**src/rtl/uw_frame_inserter.sv**
```systemverilog
// QPSK transmit framer: emits UW_LEN unique-word symbols followed by PAYLOAD_LEN payload
// dibits as signed I/Q samples. Define TX_PHASE_ROT_EN to add per-frame 90-degree rotation (rot_sel).
module uw_frame_inserter #(
    parameter int UW_LEN      = 16,
    parameter int PAYLOAD_LEN = 16368,
    parameter int AMP         = 8192
) (
    input  logic                  clk,
    input  logic                  rst_n,
    input  logic                  start,
    input  logic [2*UW_LEN-1:0]   uw_pattern,
`ifdef TX_PHASE_ROT_EN
    input  logic [1:0]            rot_sel,
`endif
    input  logic [1:0]            pay_data,
    input  logic                  pay_valid,
    output logic                  pay_ready,
    output logic [15:0]           out_i,
    output logic [15:0]           out_q,
    output logic                  out_valid,
    input  logic                  out_ready,
    output logic [13:0]           sym_index,
    output logic                  uw_flag,
    output logic                  busy,
    output logic                  frame_done,
    output logic                  underrun
);

    // Handshakes: a transfer happens on a rising edge where valid && ready are both high;
    // out_valid/out_i/out_q stay stable while out_valid && !out_ready.
    typedef enum logic [1:0] {S_IDLE, S_UW, S_PAYLOAD} state_t;

    localparam logic [14:0] TOTAL_C = 15'(UW_LEN + PAYLOAD_LEN);
    localparam logic [14:0] LAST_UW = 15'(UW_LEN - 1);
    localparam logic [15:0] AMP_P   = 16'(AMP);
    localparam logic [15:0] AMP_N   = 16'(-AMP);

    state_t              state, next_state;
    logic [14:0]         cnt;
    logic [2*UW_LEN-1:0] uw_r;
    logic                slot_free, all_loaded;
    logic                load_first, load_uw, load_pay, last_acc;
    logic [1:0]          sym;
    logic [15:0]         map_i, map_q, nxt_i, nxt_q;
`ifdef TX_PHASE_ROT_EN
    logic [1:0]          rot_r, rot_use;
`endif

    always_ff @(posedge clk) begin
        if (!rst_n) state <= S_IDLE;
        else        state <= next_state;
    end

    always_comb begin
        next_state = state;
        slot_free  = !out_valid || out_ready;
        all_loaded = (cnt == TOTAL_C);
        load_first = (state == S_IDLE) && start;
        load_uw    = (state == S_UW) && slot_free;
        pay_ready  = (state == S_PAYLOAD) && !all_loaded && slot_free;
        load_pay   = pay_ready && pay_valid;
        underrun   = (state == S_PAYLOAD) && !all_loaded && slot_free && !pay_valid;
        last_acc   = (state == S_PAYLOAD) && all_loaded && out_valid && out_ready;
        case (state)
            S_IDLE:    if (start) next_state = (LAST_UW == 15'd0) ? S_PAYLOAD : S_UW;
            S_UW:      if (load_uw && cnt == LAST_UW) next_state = S_PAYLOAD;
            S_PAYLOAD: if (last_acc) next_state = S_IDLE;
            default:   next_state = S_IDLE;
        endcase
    end

    // The first UW symbol comes straight from the port so it lands one cycle after start.
    always_comb begin
        if (load_first)   sym = uw_pattern[2*UW_LEN-1 -: 2];
        else if (load_uw) sym = uw_r[2*UW_LEN-1 -: 2];
        else              sym = pay_data;
        map_i = sym[1] ? AMP_N : AMP_P;
        map_q = sym[0] ? AMP_N : AMP_P;
        nxt_i = map_i;
        nxt_q = map_q;
`ifdef TX_PHASE_ROT_EN
        rot_use = load_first ? rot_sel : rot_r;
        case (rot_use)
            2'd1:    begin nxt_i = -map_q; nxt_q = map_i;  end
            2'd2:    begin nxt_i = -map_i; nxt_q = -map_q; end
            2'd3:    begin nxt_i = map_q;  nxt_q = -map_i; end
            default: begin nxt_i = map_i;  nxt_q = map_q;  end
        endcase
`endif
    end

    always_ff @(posedge clk) begin
        if (!rst_n) begin
            cnt        <= '0;
            uw_r       <= '0;
            out_i      <= '0;
            out_q      <= '0;
            out_valid  <= 1'b0;
            sym_index  <= '0;
            uw_flag    <= 1'b0;
            busy       <= 1'b0;
            frame_done <= 1'b0;
`ifdef TX_PHASE_ROT_EN
            rot_r      <= 2'd0;
`endif
        end else begin
            frame_done <= 1'b0;
            if (load_first || load_uw || load_pay) begin
                out_valid <= 1'b1;
                out_i     <= nxt_i;
                out_q     <= nxt_q;
                uw_flag   <= load_first || load_uw;
                sym_index <= load_first ? 14'd0 : cnt[13:0];
                cnt       <= load_first ? 15'd1 : cnt + 15'd1;
            end else if (out_valid && out_ready) begin
                out_valid <= 1'b0;
            end
            if (load_first) begin
                uw_r <= uw_pattern << 2;
                busy <= 1'b1;
`ifdef TX_PHASE_ROT_EN
                rot_r <= rot_sel;
`endif
            end else if (load_uw) begin
                uw_r <= uw_r << 2;
            end
            if (last_acc) begin
                busy       <= 1'b0;
                frame_done <= 1'b1;
            end
        end
    end

endmodule

```
**config.mk**
```make
export PLATFORM = sky130hd
export DESIGN_NAME = uw_frame_inserter
export DESIGN_NICKNAME = d
export VERILOG_FILES = /design/src/rtl/uw_frame_inserter.sv
export SDC_FILE = /design/constraint.sdc
export NUM_CORES = 1
export LEC_CHECK = 0
export ABC_CLOCK_PERIOD_IN_PS = 5200
export CAP_MARGIN = 25
export CORE_MARGIN = 2
export CORE_UTILIZATION = 51
export CTS_CLUSTER_DIAMETER = 150
export CTS_CLUSTER_SIZE = 14
export DETAILED_ROUTE_END_ITERATION = 7
export PLACE_DENSITY_LB_ADDON = 0.1
export SYNTH_ARGS = -nofsm -noshare
export SYNTH_HDL_FRONTEND = slang
export SYNTH_SLANG_ARGS = --single-unit
```
**constraint.sdc**
```tcl
create_clock -name clk -period 5.2 [get_ports clk]
set_input_delay 1.56 -clock clk [delete_from_list [all_inputs] [get_ports clk]]
set_output_delay 1.56 -clock clk [all_outputs]
set_load 0.005 [all_outputs]
```
==> flow_metrics.tcl, run 1 <==
set metrics [dict create \
    grt_pass1_vias 2513 \
    die-area_um2 6770 \
    gr-total-overflow 0 \
    dr_total_vias 2763 \
    netlist_area_um2 3130 \
    tritoncts.num_buffers 9 \
    insertion_delay_ns 0.34 \
    hold_ws_ns 0.453 \
    placement.cell_area_um2 3660 \
    gr-usage-met3_pct 6.52 \
    irDropWorstVdd_uv 164 \
    wire_length_of_the_first_global_routing_pass_um 11500 \
    drt_iter0_markers 224 \
    chipWidth_um 82.3 \
    maxCapViolCount 0 \
    path_class "input port to primary output" \
    yosysWarnings 0 \
    cts.root.buffer_cell "sky130_fd_sc_hd__clkbuf_8" \
    yosys-top-cells-area "sky130_fd_sc_hd__dfxtp_1 44%, sky130_fd_sc_hd__buf_4 7.4%, sky130_fd_sc_hd__a21oi_1 6.7%" \
    fillCellCount 530 \
    hp-class "flop to flop" \
    synthDominantCellAreaShare_pct 43.5 \
    layout.nets 461 \
    clk_pin_slew_ns 0.07 \
    cp.arrival_ns 3.13 \
    drt-total-wl_um 7070 \
    post_cts.repair.setup_buffers 0 \
    routed_via_density 5.54 \
    detail-route-antenna-nets 0 \
    synth_cell_type_count 51 \
    grt_most_used_layer "met2" \
    endpoint_kind "primary output" \
    fin_util_pct 64.6 \
    grt_max_degree 45 \
    area.growth.synth_to_final_pct 22.4 \
    synth_commonest_cells "68 x sky130_fd_sc_hd__dfxtp_1, 45 x sky130_fd_sc_hd__nand2_1, 42 x sky130_fd_sc_hd__a21oi_1" \
    io_buffers 64 \
    hold_viol 0 \
    drt-pass1-iter-count 5 \
    timing.clock.skew_ns 0.00705 \
    grt_util_met1_pct 28.9 \
    worstPathRequired_ns 3.64 \
    avgSynthCellArea_um2 8.52 \
    total_routing_resource_utilization_after_global_routing_pct 22.4 \
    setup_total_negative_slack_ns 0 \
    grt_use_met2_pct 35.2 \
    finalCritPeriodShare_pct 90.3 \
    diodes 0 \
    drv_slew 0 \
    tritoncts_clock_tree "built" \
    design.core.area_um2 5920 \
    layout-drive-gt1-share_pct 7.55 \
    worst_slew_pin_slew_ns 1.00 \
    gp_congestion 0.825 \
    async_flop_share_pct 0 \
    clockBufferDepth 2 \
    stdcell_area_um2 3830 \
    synth-edff-count 0 \
    synthDominantAreaCellType "sky130_fd_sc_hd__dfxtp_1" \
    finalWorstPathRequiredPeriod_ns 4.69 \
    cts_hold_repair.buffers 0 \
    netlist_instances 367 \
    synth.most_common_cell "sky130_fd_sc_hd__dfxtp_1" \
    power_density_nw_per_um2 282 \
    count_of_placed_standard_cells_including_taps 484 \
    leakagePower_nw 1.36 \
    rows 28 \
    post_cts.resized_instances 0 \
    rsz0062_at_grt "no" \
    worst_setup_path_start_kind "input port" \
    synth_top_flop_cell "sky130_fd_sc_hd__dfxtp_1" \
    setup_viol_count_final 0 \
    dp.final_hpwl_um 4960 \
    run_status "finished clean" \
    number_of_antenna_violations_at_the_first_check_in_global_routing 0 \
    die_height_um 82.3 \
    h-tree-depth 3 \
    ports_placed_on_the_boundary 91 \
    timing.max_slew.rel_slack_pct 33.4 \
    max_clock_freq_ghz 0.213 \
    initial_utilization_pct 52.8 \
    numClockSinks 68 \
    finished_layout_cells 499 \
    cp_max_fo 6 \
    synth_sequential_area_ratio_pct 43.5 \
    post_drt_wl_per_cell_um 14.2 \
    remaining_drc_errors 0 \
    ys_seq_elements 68 \
]
-- worst max-delay path: stages --
cell and delay [ns]:
sky130_fd_sc_hd__clkdlybuf4s50_1 0.45, sky130_fd_sc_hd__nor2b_1 0.35, sky130_fd_sc_hd__nor2_4 0.12, sky130_fd_sc_hd__and3_1 0.20
sky130_fd_sc_hd__clkdlybuf4s50_1 0.45
-- kinds of logic after synthesis --
kind of cell,Yosys count,share of synthesized area [%]
mux,3,0.960
fa+ha+maj,2,0.800
flops,68,43.5
compound gates,104,21.4
simple gates,131,21.7
buf+inv,57,11.2
xor+xnor,1,0.280
other cells,1,0.120
-- state kept, by name, indices dropped and copies added (netlist names) --
name        flops
out_q           1
busy            1
sym_index      14
out_i           2
cnt            15
out_valid       1
uw_flag         1
uw_r           30
frame_done      1
state           2
-- per-stage QoR --
step                      setup slack (ns)  power, mW
after detailed placement             0.504      0.712
after floorplan                       1.49      0.667
final                                0.506       1.08
after global placement               0.523      0.708
after CTS                            0.505       1.09
after global routing                 0.440       1.14
-- layer usage --
metal	vias up	wire length [um]
met4	0	92
li1	1365	-
met5	-	0
met2	105	3280
met3	10	502
met1	1283	3200
-- power breakdown --
part	total, mW	internal, mW	leakage [nW]	switching [mW]
clock network	0.380	0.195	0.0893	0.185
registers	0.560	0.544	0.555	0.0154
logic	0.141	0.0657	0.720	0.0748
total	1.08	0.805	1.36	0.275
-- cells in the final DEF, fill, tap and decap left out, types with 2 or more instances in the layout --
cell type,n
sky130_fd_sc_hd__o21ai_0,5
sky130_fd_sc_hd__clkbuf_1,2
sky130_fd_sc_hd__a21oi_1,42
sky130_fd_sc_hd__nor2b_1,2
sky130_fd_sc_hd__nand4_1,4
sky130_fd_sc_hd__o21ai_1,9
sky130_fd_sc_hd__inv_1,5
sky130_fd_sc_hd__dfxtp_1,68
sky130_fd_sc_hd__a211oi_1,2
sky130_fd_sc_hd__nor2_1,21
sky130_fd_sc_hd__clkdlybuf4s50_1,64
sky130_fd_sc_hd__a22oi_1,28
sky130_fd_sc_hd__nand2b_1,2
sky130_fd_sc_hd__clkbuf_8,11
sky130_fd_sc_hd__o31ai_1,6
sky130_fd_sc_hd__o41ai_1,2
sky130_fd_sc_hd__mux2i_1,3
sky130_fd_sc_hd__nand2_1,45
sky130_fd_sc_hd__a21oi_2,2
sky130_fd_sc_hd__conb_1,26
sky130_fd_sc_hd__and2_1,2
sky130_fd_sc_hd__nand3_1,29
sky130_fd_sc_hd__buf_4,4
sky130_fd_sc_hd__nor3_1,2
sky130_fd_sc_hd__or4_1,3
sky130_fd_sc_hd__clkinv_2,2
sky130_fd_sc_hd__ha_1,2
sky130_fd_sc_hd__or3_1,7
sky130_fd_sc_hd__o22ai_1,2
-- path summary, 6_finish.rpt --
kind,from,to,slack (ns),cells after the start
worst max-delay path,out_ready,underrun,0.51,5
worst min-delay path,sym_index[7]$_SDFFE_PN0P_,sym_index[7]$_SDFFE_PN0P_,0.45,2
worst max register to register,cnt[0]$_SDFFE_PN0P_,cnt[12]$_SDFFE_PN0P_,2.79,7
worst min register to register,sym_index[7]$_SDFFE_PN0P_,sym_index[7]$_SDFFE_PN0P_,0.45,2
-- cell type report --
type	instances	area, um2	share of cell area (%)
multi-input combinational	267	1510	39.4
sequential	68	1360	35.6
timing repair buffer	68	671	17.5
clock buffer	13	159	4.15
tap	75	93.8	2.45
inverter	6	22.5	0.589
clock inverter	2	10.0	0.262
Note: power is estimated with default switching activity, not from simulation.
==> run 2: changes to the inputs <==
Settings changed: CTS_CLUSTER_SIZE 14 to 30.
==> results of run 2 <==
Same layout as run 1: the final DEF is identical, and so are final timing and power.
==> run 3: changes to the inputs <==
==> constraint.sdc (replaced) <==
create_clock -name clk -period 5.2 [get_ports clk]
set_input_delay 1.3 -clock clk [delete_from_list [all_inputs] [get_ports clk]]
set_output_delay 1.3 -clock clk [all_outputs]
set_load 0.005 [all_outputs]
==> run 3 against run 2 <==
Non-clock buffer count did not move. Routed wire length rose by 1.1%. Largest power group unchanged. Sequential power barely moved. Critical endpoint unchanged. Combinational power barely moved.
==> flow_metrics.tcl, run 3 (synthesis gave the netlist of run 1 again) <==
set metrics [dict create \
    setup.worst_path.start "out_ready" \
    drt_iter0_markers 172 \
    max_clock_freq_ghz 0.239 \
    die_height_um 82.3 \
    diodes 0 \
    worst_slew_pin_slew_ns 1.00 \
    timing.clock.skew_ns 0.00688 \
    totalPowerFinal_mw 1.15 \
    tritoncts.num_buffers 9 \
    largest_register_ffs 30 \
    count_of_placed_standard_cells_including_taps 483 \
    area.growth.synth_to_final_pct 23.7 \
    rows 28 \
    clockBufferDepth 2 \
    wire_length_of_the_first_global_routing_pass_um 11500 \
    leakagePower_nw 1.38 \
    irDropWorstVdd_uv 234 \
    hp-class "flop to flop" \
    design.core.area_um2 5920 \
    routed_via_density 5.47 \
    setup_total_negative_slack_ns 0 \
    clk_pin_slew_ns 0.07 \
    critical_path.reg2reg.endpoint "cnt[12]$_SDFFE_PN0P_" \
    post_drt_wl_per_cell_um 14.3 \
    finalWorstPathRequiredPeriod_ns 4.18 \
    timing.rr.start "cnt[0]$_SDFFE_PN0P_" \
    chipWidth_um 82.3 \
    initial_utilization_pct 52.8 \
    gp_congestion 0.833 \
    top_regs "uw_r x30, cnt x15, sym_index x14" \
    ports_placed_on_the_boundary 91 \
    post_cts.repair.setup_buffers 0 \
    run_status "finished clean" \
    finalCritPeriodShare_pct 80.4 \
    die-area_um2 6770 \
    commonest_non_fill_non_tap_cell_in_the_layout "sky130_fd_sc_hd__dfxtp_1" \
    layout.nets 461 \
    dp.final_hpwl_um 4700 \
    worst_setup_path_start_kind "input port" \
    dr_total_vias 2731 \
    register_area_um2 1360 \
    cp.arrival_ns 2.88 \
    number_of_antenna_violations_at_the_first_check_in_global_routing 0 \
    drt-pass1-iter-count 4 \
    timing.max_slew.rel_slack_pct 33.3 \
    finished_layout_cells 499 \
    detail-route-antenna-nets 0 \
    cts.root.buffer_cell "sky130_fd_sc_hd__clkbuf_8" \
    grt_max_degree 46 \
    grt_pass1_vias 2422 \
    rsz0062_at_grt "no" \
    multiInputGateArea_um2 1510 \
    final_cell_mix "68 x sky130_fd_sc_hd__dfxtp_1, 64 x sky130_fd_sc_hd__clkdlybuf4s50_1, 45 x sky130_fd_sc_hd__nand2_1" \
    setup_viol_count_final 0 \
    registers.top_by_ff_count "uw_r" \
    tritoncts_clock_tree "built" \
    cp_max_fo 6 \
    post_cts.resized_instances 0 \
    drt-total-wl_um 7150 \
    critPathCapture "underrun" \
    layout_setup_ws_ns 1.02 \
    path_class "input port to primary output" \
    r2r.worst_path.cells 7 \
    io_buffers 64 \
    hold_viol 0 \
    worstPathRequired_ns 3.90 \
    gr-total-overflow 0 \
    r2r_setup_slack_ns 2.80 \
    remaining_drc_errors 0 \
    insertion_delay_ns 0.35 \
    numClockSinks 68 \
    h-tree-depth 3 \
    endpoint_kind "primary output" \
    cts_hold_repair.buffers 0 \
    drv_slew 0 \
    placement.setup.worst_slack_ns 1.05 \
    fillCellCount 520 \
    maxCapViolCount 0 \
    total_routing_resource_utilization_after_global_routing_pct 22.6 \
    layout-drive-gt1-share_pct 7.55 \
    power_density_nw_per_um2 297 \
]
==> run 3: cell types whose count changed in the layout (fill, tap and decap cells not counted), sizes merged <==
cell / previous run / this run
clkinv: 2 / 0
clkbuf: 13 / 14
bufinv: 0 / 1
==> run 3: metrics by stage <==
stage	utilization, %	hold slack [ns]	instance area [um2]
2_1_floorplan	-	0.436	3220
3_3_place_gp	61.6	0.442	3650
3_5_place_dp	61.6	0.446	3650
4_1_cts	65.1	0.456	3850
5_1_grt	65.3	0.478	3870
6_report	65.3	0.453	3870
==> run 3: layer usage <==
metal	up-vias	share of wire, %	track usage [%]	routed length (um)
met4	0	1.6	7.17	111
met3	12	8.8	9.35	631
li1	1365	-	-	-
met5	-	0	0	0
met1	1265	45	29.1	3200
met2	89	45	34.5	3210
==> run 3: critical path, cell delays in order <==
cell and delay, ns:
sky130_fd_sc_hd__clkdlybuf4s50_1 0.45, sky130_fd_sc_hd__nor2b_1 0.36, sky130_fd_sc_hd__nor2_4 0.12, sky130_fd_sc_hd__and3_1 0.21, sky130_fd_sc_hd__clkdlybuf4s50_1 0.45
==> run 3: how the worst min path moves through the flow <==
| stage | startpoint | end | slack [ns] | cells after the start |
|---|---|---|---|---|
| floorplan | uw_r[10]$_SDFFE_PN0P_ | uw_r[10]$_SDFFE_PN0P_ | 0.44 | 2 |
| global placement | sym_index[5]$_SDFFE_PN0P_ | sym_index[5]$_SDFFE_PN0P_ | 0.44 | 2 |
| detailed placement | uw_r[6]$_SDFFE_PN0P_ | uw_r[6]$_SDFFE_PN0P_ | 0.45 | 2 |
| CTS | uw_r[6]$_SDFFE_PN0P_ | uw_r[6]$_SDFFE_PN0P_ | 0.46 | 2 |
| global route | sym_index[6]$_SDFFE_PN0P_ | sym_index[6]$_SDFFE_PN0P_ | 0.48 | 2 |
| finish | sym_index[5]$_SDFFE_PN0P_ | sym_index[5]$_SDFFE_PN0P_ | 0.45 | 2 |
==> run 3: final cells by class <==
class,instances,area share [%]
multi-input cells,267,39.0
flip-flops and latches,68,35.2
repair buffers,68,17.5
clock buffers,14,4.46
well taps,75,2.43
clock inverters,1,0.776
inverters,6,0.582
==> run 3: report_power, final <==
group | total (mW) | switching (mW) | leakage (nW) | internal (mW)
logic | 0.142 | 0.0752 | 0.722 | 0.0667
registers | 0.560 | 0.0155 | 0.555 | 0.544
clock network | 0.449 | 0.190 | 0.103 | 0.259
